<file path="src/rtl/fetch_unit.sv">
`timescale 1ns/1ps
// fetch_unit
//   Instruction prefetcher. Keeps a fetch PC, one outstanding memory read
//   and a DEPTH-entry queue of {pc, inst} pairs that feeds the core.
//   A new read is issued only when the queue has room for every word that
//   has been requested, so a returning word always finds a free slot.
//
//   Optional feature: define FETCH_HALT_EN to make the word 9'h1FF stop
//   fetching (halted = 1) until the next redirect. Without the macro,
//   9'h1FF is an ordinary instruction and halted is tied low.
//
// Ports
//   clk          single clock, rising edge
//   rst          asynchronous reset, active low
//   imem_req     read request this cycle
//   imem_addr    read address (always shows fetch_pc)
//   imem_rdata   read data, valid one cycle after an accepted request
//   redirect     flush the queue and restart fetching at redirect_pc
//   redirect_pc  restart address
//   inst         queue-head instruction (0 when empty)
//   inst_pc      queue-head address (0 when empty)
//   inst_valid   queue head valid
//   inst_ready   core takes the head this cycle
//   halted       fetching stopped by a halt word
module fetch_unit #(
    parameter int DEPTH = 4
) (
    input  logic       clk,
    input  logic       rst,
    output logic       imem_req,
    output logic [7:0] imem_addr,
    input  logic [8:0] imem_rdata,
    input  logic       redirect,
    input  logic [7:0] redirect_pc,
    output logic [8:0] inst,
    output logic [7:0] inst_pc,
    output logic       inst_valid,
    input  logic       inst_ready,
    output logic       halted
);

    localparam int AW = $clog2(DEPTH);
    localparam int CW = AW + 1;

    logic [16:0]   mem [DEPTH];
    logic [AW-1:0] rd_ptr;
    logic [AW-1:0] wr_ptr;
    logic [CW-1:0] count;
    logic [7:0]    fetch_pc;
    logic [7:0]    inflight_pc;
    logic          inflight;
    logic          halt_q;

    logic          credit_ok;
    logic          issue;
    logic          push;
    logic          pop;
    logic          halt_hit;
    logic [16:0]   head;

    always_comb begin
        credit_ok = (count + CW'(inflight)) < CW'(DEPTH);
        pop       = (count != '0) && inst_ready && !redirect;
`ifdef FETCH_HALT_EN
        // Responses arriving while halted belong to requests issued before
        // the halt word landed; they are dropped.
        push      = inflight && !redirect && !halt_q;
        // Block the request in the same cycle the halt word returns, so no
        // address past the halt word is ever read.
        halt_hit  = push && (imem_rdata == 9'h1FF);
        issue     = rst && credit_ok && !redirect && !halt_q && !halt_hit;
`else
        push      = inflight && !redirect;
        halt_hit  = 1'b0;
        issue     = rst && credit_ok && !redirect;
`endif
    end

    // rst gates the request directly so it drops the instant reset asserts.
    assign imem_req   = issue;
    assign imem_addr  = fetch_pc;

    assign head       = mem[rd_ptr];
    assign inst_valid = (count != '0);
    assign inst       = inst_valid ? head[8:0]  : 9'h000;
    assign inst_pc    = inst_valid ? head[16:9] : 8'h00;
    assign halted     = halt_q;

    always_ff @(posedge clk) begin
        if (push) begin
            mem[wr_ptr] <= {inflight_pc, imem_rdata};
        end
    end

    always_ff @(posedge clk or negedge rst) begin
        if (!rst) begin
            fetch_pc    <= 8'h00;
            inflight_pc <= 8'h00;
            inflight    <= 1'b0;
            rd_ptr      <= '0;
            wr_ptr      <= '0;
            count       <= '0;
            halt_q      <= 1'b0;
        end else if (redirect) begin
            // No request is issued during a redirect cycle, so clearing
            // inflight drops the only word that could still return.
            fetch_pc    <= redirect_pc;
            inflight    <= 1'b0;
            rd_ptr      <= '0;
            wr_ptr      <= '0;
            count       <= '0;
            halt_q      <= 1'b0;
        end else begin
            inflight <= issue;
            if (issue) begin
                fetch_pc    <= fetch_pc + 8'd1;
                inflight_pc <= fetch_pc;
            end
            if (push) begin
                wr_ptr <= wr_ptr + AW'(1);
            end
            if (pop) begin
                rd_ptr <= rd_ptr + AW'(1);
            end
            case ({push, pop})
                2'b10:   count <= count + CW'(1);
                2'b01:   count <= count - CW'(1);
                default: count <= count;
            endcase
            if (halt_hit) begin
                halt_q <= 1'b1;
            end
        end
    end

endmodule

</file>
<file path="config.mk">
export PLATFORM = sky130hd
export DESIGN_NAME = fetch_unit
export DESIGN_NICKNAME = d
export VERILOG_FILES = /design/src/rtl/fetch_unit.sv
export SDC_FILE = /design/constraint.sdc
export NUM_CORES = 1
export LEC_CHECK = 0
export CAP_MARGIN = 10
export CORE_ASPECT_RATIO = 2
export CORE_MARGIN = 10
export CORE_UTILIZATION = 55
export DETAILED_ROUTE_END_ITERATION = 7
export PLACE_DENSITY = 0.85
export REMOVE_ABC_BUFFERS = 1
export SETUP_SLACK_MARGIN = 0.1
export SLEW_MARGIN = 20
export SYNTH_ARGS = -nofsm -noshare
export SYNTH_HDL_FRONTEND = slang
export SYNTH_SLANG_ARGS = --single-unit
</file>
<file path="constraint.sdc">
create_clock -name clk -period 3.2 [get_ports clk]
set_clock_uncertainty 0.1 [all_clocks]
set_input_delay 0.48 -clock clk [delete_from_list [all_inputs] [get_ports clk]]
set_output_delay 0.48 -clock clk [all_outputs]
set_load 0.02 [all_outputs]
</file>
==> results of run 1 <==
repair_timing:
item | in CTS | in global routing
hold buffers | 0 | 0
gates resized for setup | 0 | 1
setup endpoints to repair | 0 | 1
cell usage after synthesis (5+ instances only):
cell type	number
mux2_2	8
nor3_1	5
a31oi_1	6
edfxtp_1	68
dfrtp_1	24
nand3_1	6
ha_1	5
mux4_2	17
inv_1	7
o31ai_1	5
nor2_1	13
and2_1	22
clkbuf_1	6
critical path, cell delays in order (launching register included):
cell	delay, ns
dfrtp_1	0.51
buf_12	0.23
mux4_2	0.50
and2_1	0.17
clkdlybuf4s50_1	0.56
registers in the layout (all words and copies together), names as in the netlist:
name / cells
inflight: 1
count: 3
wr_ptr: 2
rd_ptr: 2
imem_addr: 8
mem: 68
inflight_pc: 8
final cells by class:
type | instances | area [µm²] | area share
Inverter | 7 | 26.3 | 0.00549
Clock buffer | 11 | 233 | 0.0487
Tap cell | 90 | 113 | 0.0235
Timing Repair Buffer | 56 | 551 | 0.115
Clock inverter | 5 | 52.6 | 0.0110
Multi-Input combinational cell | 124 | 1170 | 0.244
Sequential cell | 92 | 2640 | 0.552
worst min path at each step:
stage                   startpoint          to  slack, ns  cells after the start
floorplan                      rst    count[0]       0.08                      0
global placement    inflight_pc[6]  mem[1][15]       0.38                      0
detailed placement  inflight_pc[3]  mem[2][12]       0.41                      0
CTS                 inflight_pc[2]  mem[3][11]       0.42                      0
global route        inflight_pc[6]  mem[0][15]       0.44                      0
finish              inflight_pc[6]  mem[1][15]       0.42                      0
cell families after synthesis:
family | Yosys count | share of synthesized area
AOI/OAI and AO/OA | 19 | 0.0360
xor gates and xnor gates | 6 | 0.0173
adders and majority gates | 6 | 0.0212
DFF | 92 | 0.678
buffers and inverters | 19 | 0.0247
other | 1 | 0.000962
and+or+nand+nor | 65 | 0.0953
muxes | 27 | 0.126
where the power goes:
group	switching, µW	internal [µW]
combinational	634	665
clock	400	600
sequential	159	1460
total	1190	2720
routing by layer:
metal	track usage	part of all wire	wire length (µm)	up-vias
met1	0.149	0.36	2630	1119
met2	0.242	0.56	4120	70
met3	0.0468	0.064	470	10
met4	0.0731	0.017	127	0
met5	0	0	0	-
li1	-	-	-	1007
per-stage QoR:
| step | std cells | utilization | setup WS (ns) | hold slack (ns) |
|---|---|---|---|---|
| finish | 385 | 0.689 | 0.316 | 0.421 |
| detailed placement | 369 | 0.647 | 0.624 | 0.411 |
| CTS | 385 | 0.688 | 0.224 | 0.418 |
| floorplan | 223 | - | 0.895 | 0.0844 |
| global route | 385 | 0.689 | 0.164 | 0.441 |
| global placement | 369 | 0.647 | 0.631 | 0.382 |
==> impl_metrics.csv, run 1 <==
group,metric,value,unit
sta,max_clock_freq,347,MHz
final_layout,layout.nets,317,
detailed_routing,drcViolationCount,0,
floorplan,die_y,139,µm
sta,period_share,0.901,
critical_path,cp-startpoint,"rd_ptr[0]",
synthesis,synth_seq_cells,92,
global_route,grt_max_degree,30,
final_layout,final_cell_area,4780,µm²
sta,final-setup-viol-count,0,
clock_network,numCtsBuffers,9,
sta,final_hold_viol_count,0,
critical_path,worst_setup_path_start_kind,"flop",
critical_path,endpoint_kind,"primary output",
floorplan,initial_core_util,0.562,
final_layout,fillers,462,
critical_path,rrSetupSlack,1.14,ns
final_layout,mostFrequentLayoutCells,"68 x edfxtp_1, 47 x clkdlybuf4s50_1, 24 x dfrtp_1",
critical_path,reg2reg_to,"count[2]",
flow_run,cap_violations,0,
min_path,hold_path_class,"flop to flop",
clock_network,cts-htree-levels,3,
synthesis,synth_top_area_cell,"edfxtp_1",
detailed_routing,wl,7350,µm
global_route,overflow,0,
synthesis,synth-edff-count,68,
final_layout,antennaDiodeCount,0,
critical_path,cp_max_fo,15,
detailed_routing,first_pass_iters,4,
floorplan,fp.dieArea,11100,µm²
synthesis,synth_cell_type_count,40,
final_layout,mostFrequentLayoutCell,"edfxtp_1",
sta,slew_viol_final,0,
synthesis,avgSynthCellArea,16.6,µm²
sta,period_needed,2.88,ns
clock_network,cts_tree,"built",
pwr,p_leak,0.00167,µW
detailed_routing,vias,2206,
clock_network,max-clock-path-buffers,2,
clock_network,root_buffer,"clkbuf_16",
sta,tightest_slew,0.591,ns
floorplan,rows,43,
synthesis,synth_top_cell_area_share,0.524,
placement,routabilityCongestion,0.792,
synthesis,syn-cell-area,3900,µm²
floorplan,ioPinCount,49,
floorplan,die_w,79.5,µm
sta,finalSetupTns,0,ns
detailed_routing,routed_via_density,5.73,
clock_network,cts.sinks,92,
detailed_routing,drt_first_iter_violations,140,
clock_network,clkTransAtPathRegs,0.06,ns
sta,rsz0062_at_grt,"no",
pwr,peakVddDrop,0.000511,V
synthesis,seq_area_frac_synth,0.678,
placement,hpwl,4840,µm
placement,dpl_cell_area,4490,µm²
critical_path,cp-endpoint,"inst_pc[1]",
sta,relSlewSlack,0.606,
critical_path,crit_required,2.62,ns
synthesis,synthTopCellsByArea,"edfxtp_1 52%, dfrtp_1 15%, mux4_2 9.8%, and2_1 3.5%, mux2_2 2.3%",
synthesis,synth_ff_type,"edfxtp_1",
global_route,grt_antenna_before_repair,0,
critical_path,setup.worst_path.class,"flop to primary output",
critical_path,rr_worst_depth,6,
synthesis,synthCells,235,
synthesis,async_flop_share,0.261,
final_layout,synthToLayoutAreaGrowth,22.7,%
pwr,powerDensity,819,nW/µm²
outcome,outcome,"completed",
global_route,track_usage,0.142,
detailed_routing,ant_nets,0,
detailed_routing,wl_per_cell,19.1,µm
global_route,grt_pass1_wl,12000,µm
final_layout,drive_gt1_frac,0.180,
global_route,grt_pass1_vias,2358,
critical_path,r2r-start,"count[1]",
critical_path,arrival,2.30,ns
placement,numPortBuffers,47,
clock_network,clock_latency,0.34,ns
clock_network,post-cts-setup-buffers,0,
floorplan,core-area,6940,µm²
synthesis,yosysWarnings,0,
pwr,p_total,3920,µW
No activity file was read; power rests on OpenSTA's default activity.
==> inputs of run 2 (changes only) <==
--- a/config.mk
+++ b/config.mk
@@ -5,14 +5,16 @@
 export SDC_FILE = /design/constraint.sdc
 export NUM_CORES = 1
 export LEC_CHECK = 0
+export ABC_CLOCK_PERIOD_IN_PS = 3200
 export CAP_MARGIN = 10
 export CORE_ASPECT_RATIO = 2
 export CORE_MARGIN = 10
-export CORE_UTILIZATION = 55
+export CORE_UTILIZATION = 30
 export DETAILED_ROUTE_END_ITERATION = 7
-export PLACE_DENSITY = 0.85
+export PLACE_DENSITY = 0.54
 export REMOVE_ABC_BUFFERS = 1
 export SETUP_SLACK_MARGIN = 0.1
+export SKIP_LAST_GASP = 1
 export SLEW_MARGIN = 20
 export SYNTH_ARGS = -nofsm -noshare
 export SYNTH_HDL_FRONTEND = slang
==> impl_metrics.csv, run 2 (same netlist as run 1, synthesis figures left out) <==
group,metric,value,unit
outcome,outcome,"completed",
final_layout,final_cell_area,4850,µm²
detailed_routing,drt_first_iter_violations,64,
global_route,grt_max_degree,30,
pwr,peakVddDrop,0.000352,V
clock_network,root_buffer,"clkbuf_16",
final_layout,top_register,"mem",
critical_path,arrival,2.34,ns
flow_run,cap_violations,0,
sta,finalSetupTns,0,ns
global_route,grt_pass1_wl,12400,µm
clock_network,cts.sinks,92,
critical_path,worstPathCellList,"and3_4 > xnor2_2 > nand3_2 > inv_1 > clkdlybuf4s50_1",
floorplan,rows,58,
sta,period_needed,2.92,ns
global_route,track_usage,0.0885,
sta,slew_viol_final,0,
floorplan,die_y,181,µm
pwr,powerDensity,810,nW/µm²
sta,final_hold_viol_count,0,
final_layout,drive_gt1_frac,0.182,
critical_path,rr_worst_depth,6,
floorplan,ioPinCount,49,
critical_path,rrSetupSlack,1.15,ns
clock_network,ctsResizeCount,0,
floorplan,fp.dieArea,18200,µm²
critical_path,setup.worst_path.class,"flop to primary output",
sta,max_clock_freq,343,MHz
placement,routabilityCongestion,0.797,
detailed_routing,first_pass_iters,4,
detailed_routing,wl_per_cell,17.2,µm
critical_path,max_stage_delay,0.62,ns
critical_path,cp_max_fo,9,
final_layout,synthToLayoutAreaGrowth,24.6,%
critical_path,cp-startpoint,"inflight",
clock_network,max-clock-path-buffers,2,
detailed_routing,ant_nets,0,
detailed_routing,routed_via_density,4.76,
pwr,p_leak,0.00168,µW
min_path,hold_depth,0,
final_layout,mostFrequentLayoutCell,"edfxtp_1",
sta,final-setup-viol-count,0,
final_layout,mostFrequentLayoutCells,"68 x edfxtp_1, 47 x clkdlybuf4s50_1, 24 x dfrtp_1",
critical_path,worst-path-buf-inv,2,
clock_network,post-cts-setup-buffers,0,
global_route,grt_antenna_before_repair,0,
critical_path,worst_setup_path_start_kind,"flop",
sta,relSlewSlack,0.591,
placement,dpl_cell_area,4560,µm²
detailed_routing,drcViolationCount,0,
placement,hpwl,5470,µm
critical_path,crit_required,2.62,ns
detailed_routing,vias,2123,
floorplan,initial_core_util,0.309,
floorplan,core-area,12600,µm²
clock_network,numCtsBuffers,9,
sta,period_share,0.911,
detailed_routing,wl,7660,µm
floorplan,die_w,101,µm
final_layout,layout.nets,318,
clock_network,cts_hold_buf,0,
placement,numPortBuffers,47,
global_route,overflow,0,
critical_path,crit_family,"buffers and inverters",
critical_path,endpoint_kind,"primary output",
critical_path,r2r-start,"count[1]",
min_path,hold_path_class,"flop to flop",
critical_path,cp-endpoint,"imem_req",
global_route,grt_pass1_vias,2316,
critical_path,slowest_stage,"clkdlybuf4s50_1",
final_layout,largest_reg_flops,68,
clock_network,cts-htree-levels,3,
clock_network,clock_latency,0.33,ns
clock_network,clkTransAtPathRegs,0.06,ns
critical_path,reg2reg_to,"count[2]",
final_layout,antennaDiodeCount,0,
sta,rsz0062_at_grt,"no",
sta,tightest_slew,0.614,ns
critical_path,crit_cells,5,
pwr,p_total,3930,µW
clock_network,cts_tree,"built",
run 2: cell count changes in the layout (fill, tap and decap cells not counted), sizes merged:
cell	previous run	this run
clkinvlp	1	0
buf	9	10
inv	7	8
run 2: worst min path at each step:
stage | start | end | slack (ns)
6_report | inflight_pc[0] | mem[1][9] | 0.42
2_1_floorplan | rst | count[0] | 0.08
3_3_place_gp | inflight_pc[4] | mem[3][13] | 0.39
3_5_place_dp | inflight_pc[4] | mem[1][13] | 0.40
5_1_grt | inflight_pc[4] | mem[0][13] | 0.44
4_1_cts | inflight_pc[0] | mem[1][9] | 0.42
run 2: per-stage QoR:
step | worst slack [ns] | instances | utilization | hold slack [ns]
6_report | 0.284 | 446 | 0.384 | 0.417
3_3_place_gp | 0.622 | 430 | 0.361 | 0.394
4_1_cts | 0.224 | 446 | 0.384 | 0.422
3_5_place_dp | 0.604 | 430 | 0.361 | 0.404
5_1_grt | 0.114 | 446 | 0.384 | 0.435
2_1_floorplan | 0.895 | 223 | - | 0.0844
run 2: power breakdown:
part / leakage, µW / total (µW) / switching (µW) / internal (µW)
Combinational: 0.000633 / 1300 / 643 / 657
Clock: 0.000144 / 1030 / 419 / 609
Sequential: 0.000901 / 1600 / 145 / 1460
Total: 0.00168 / 3930 / 1210 / 2720
run 2: final cells by class:
type / count / area [µm²]
clock buffer: 11 / 233
sequential: 92 / 2640
tap: 150 / 188
fill: 1230 / 7770
multi-input combinational: 124 / 1160
timing repair buffer: 57 / 546
clock inverter: 5 / 61.3
inverter: 7 / 26.3
run 2: worst reg2reg max path, delay by kind of cell (launching register included):
family	cells	cell delay, ns
compound gates	2	0.49
fa+ha+maj	1	0.39
flops	1	0.46
simple gates	3	0.50
run 2: routing by layer:
metal | global-route usage | up-vias | share of wire
met5 | 0 | - | 0
met4 | 0.0477 | 0 | 0.023
met3 | 0.0233 | 9 | 0.045
met2 | 0.155 | 47 | 0.56
met1 | 0.0920 | 1062 | 0.38
li1 | - | 1005 | -
==> inputs of run 3 (changes only) <==
==> constraint.sdc (replaced) <==
create_clock -name clk -period 3.2 [get_ports clk]
set_clock_uncertainty 0.1 [all_clocks]
set_input_delay 0.64 -clock clk [delete_from_list [all_inputs] [get_ports clk]]
set_output_delay 0.64 -clock clk [all_outputs]
set_load 0.02 [all_outputs]
==> impl_metrics.csv, run 3 (same netlist as run 1, synthesis figures left out) <==
group,metric,value,unit
critical_path,arrival,2.24,ns
detailed_routing,wl,7660,µm
sta,relSlewSlack,0.662,
critical_path,slowest_stage,"mux4_2",
flow_run,cap_violations,0,
detailed_routing,drcViolationCount,0,
clock_network,cts.sinks,92,
global_route,grt_max_degree,29,
pwr,powerDensity,797,nW/µm²
global_route,grtUsageMet3,0.0191,
clock_network,cts_hold_buf,0,
global_route,grt_antenna_before_repair,0,
final_layout,synthToLayoutAreaGrowth,24.7,%
sta,rsz0062_at_grt,"no",
final_layout,drive_gt1_frac,0.189,
sta,final_hold_viol_count,0,
detailed_routing,routed_via_density,4.83,
global_route,use_met1,0.0931,
detailed_routing,first_pass_iters,5,
global_route,use_met2,0.157,
placement,numPortBuffers,47,
floorplan,rows,58,
detailed_routing,wl_per_cell,17.1,µm
clock_network,clock_latency,0.33,ns
sta,slew_viol_final,0,
sta,period_share,0.930,
clock_network,cts-htree-levels,3,
sta,tightest_slew,0.507,ns
sta,holdWs,0.413,ns
critical_path,cp_max_fo,13,
final_layout,layout.nets,319,
floorplan,ioPinCount,49,
sta,max_clock_freq,336,MHz
floorplan,core-area,12600,µm²
final_layout,multi_input_area,1160,µm²
detailed_routing,drt_first_iter_violations,71,
clock_network,cts_tree,"built",
final_layout,mostFrequentLayoutCells,"68 x edfxtp_1, 47 x clkdlybuf4s50_1, 24 x dfrtp_1",
pwr,p_leak,0.00167,µW
floorplan,die_w,101,µm
sta,final-setup-viol-count,0,
placement,routabilityCongestion,0.771,
critical_path,crit_family,"buffers and inverters",
final_layout,regArea,2640,µm²
clock_network,clkTransAtPathRegs,0.06,ns
critical_path,endpoint_kind,"primary output",
critical_path,max_stage_delay,0.56,ns
critical_path,setup.worst_path.class,"flop to primary output",
critical_path,worst-path-buf-inv,2,
floorplan,initial_core_util,0.309,
final_layout,largest_reg_flops,68,
min_path,hold_path_class,"flop to flop",
detailed_routing,ant_nets,0,
pwr,peakVddDrop,0.000381,V
final_layout,antennaDiodeCount,0,
clock_network,root_buffer,"clkbuf_16",
critical_path,worst_setup_path_start_kind,"flop",
global_route,gr-max-usage-layer,"met2",
sta,finalSetupTns,0,ns
sta,period_needed,2.98,ns
global_route,grt_pass1_vias,2465,
final_layout,top_register,"mem",
critical_path,crit_required,2.46,ns
floorplan,die_y,181,µm
global_route,overflow,0,
floorplan,fp.dieArea,18200,µm²
clock_network,numCtsBuffers,9,
detailed_routing,vias,2157,
outcome,outcome,"completed",
critical_path,worstPathCellList,"buf_4 > mux4_2 > and2_1 > clkdlybuf4s50_1",
final_layout,fillers,1232,
placement,hpwl,5460,µm
clock_network,max-clock-path-buffers,2,
global_route,grt_pass1_wl,12800,µm
final_layout,mostFrequentLayoutCell,"edfxtp_1",
global_route,track_usage,0.0895,
==> run 3: layer usage <==
layer	routed length [µm]	part of all wire	vias up
li1	-	-	1010
met2	4360	0.57	62
met1	2810	0.37	1074
met4	142	0.019	0
met5	0	0	-
met3	353	0.046	11
==> run 3: timing repair <==
action,in CTS,in global routing
setup endpoints to repair,2,0
buffers inserted,0,0
resized for setup,1,0
==> run 3: path summary, 6_finish.rpt <==
| kind | startpoint | to | slack [ns] | cells past startpoint |
|---|---|---|---|---|
| worst max-delay path | rd_ptr[0] | inst_pc[0] | 0.22 | 4 |
| worst min-delay path | inflight_pc[4] | mem[0][13] | 0.41 | 0 |
| worst max register to register | count[1] | count[2] | 1.11 | 6 |
| worst min register to register | inflight_pc[4] | mem[0][13] | 0.41 | 0 |
| max in group asynchronous | rst | inflight_pc[2] | 2.04 | 2 |
| min in group asynchronous | rst | count[2] | 0.69 | 2 |
==> run 3: area by class of cell <==
class | instances | share of cell area
Sequential cell | 92 | 0.544
Multi-Input combinational cell | 124 | 0.239
Timing Repair Buffer | 58 | 0.116
Clock buffer | 9 | 0.0463
Tap cell | 150 | 0.0386
Clock inverter | 7 | 0.0103
Inverter | 7 | 0.00541
==> run 3: metrics by stage <==
step	setup slack, ns	util	instances	total power [µW]	cell area (µm²)
5_1_grt	0.123	0.385	447	4110	4860
3_5_place_dp	0.462	0.363	431	2970	4580
4_1_cts	0.170	0.385	447	3950	4860
3_3_place_gp	0.478	0.363	431	2950	4580
6_report	0.225	0.385	447	3880	4860
2_1_floorplan	0.735	-	223	2360	3830
==> run 3: power breakdown <==
part / total [µW] / switching [µW] / leakage [µW] / internal, µW
Sequential: 1600 / 144 / 0.000901 / 1460
Clock: 959 / 429 / 0.000132 / 530
Combinational: 1320 / 642 / 0.000640 / 673
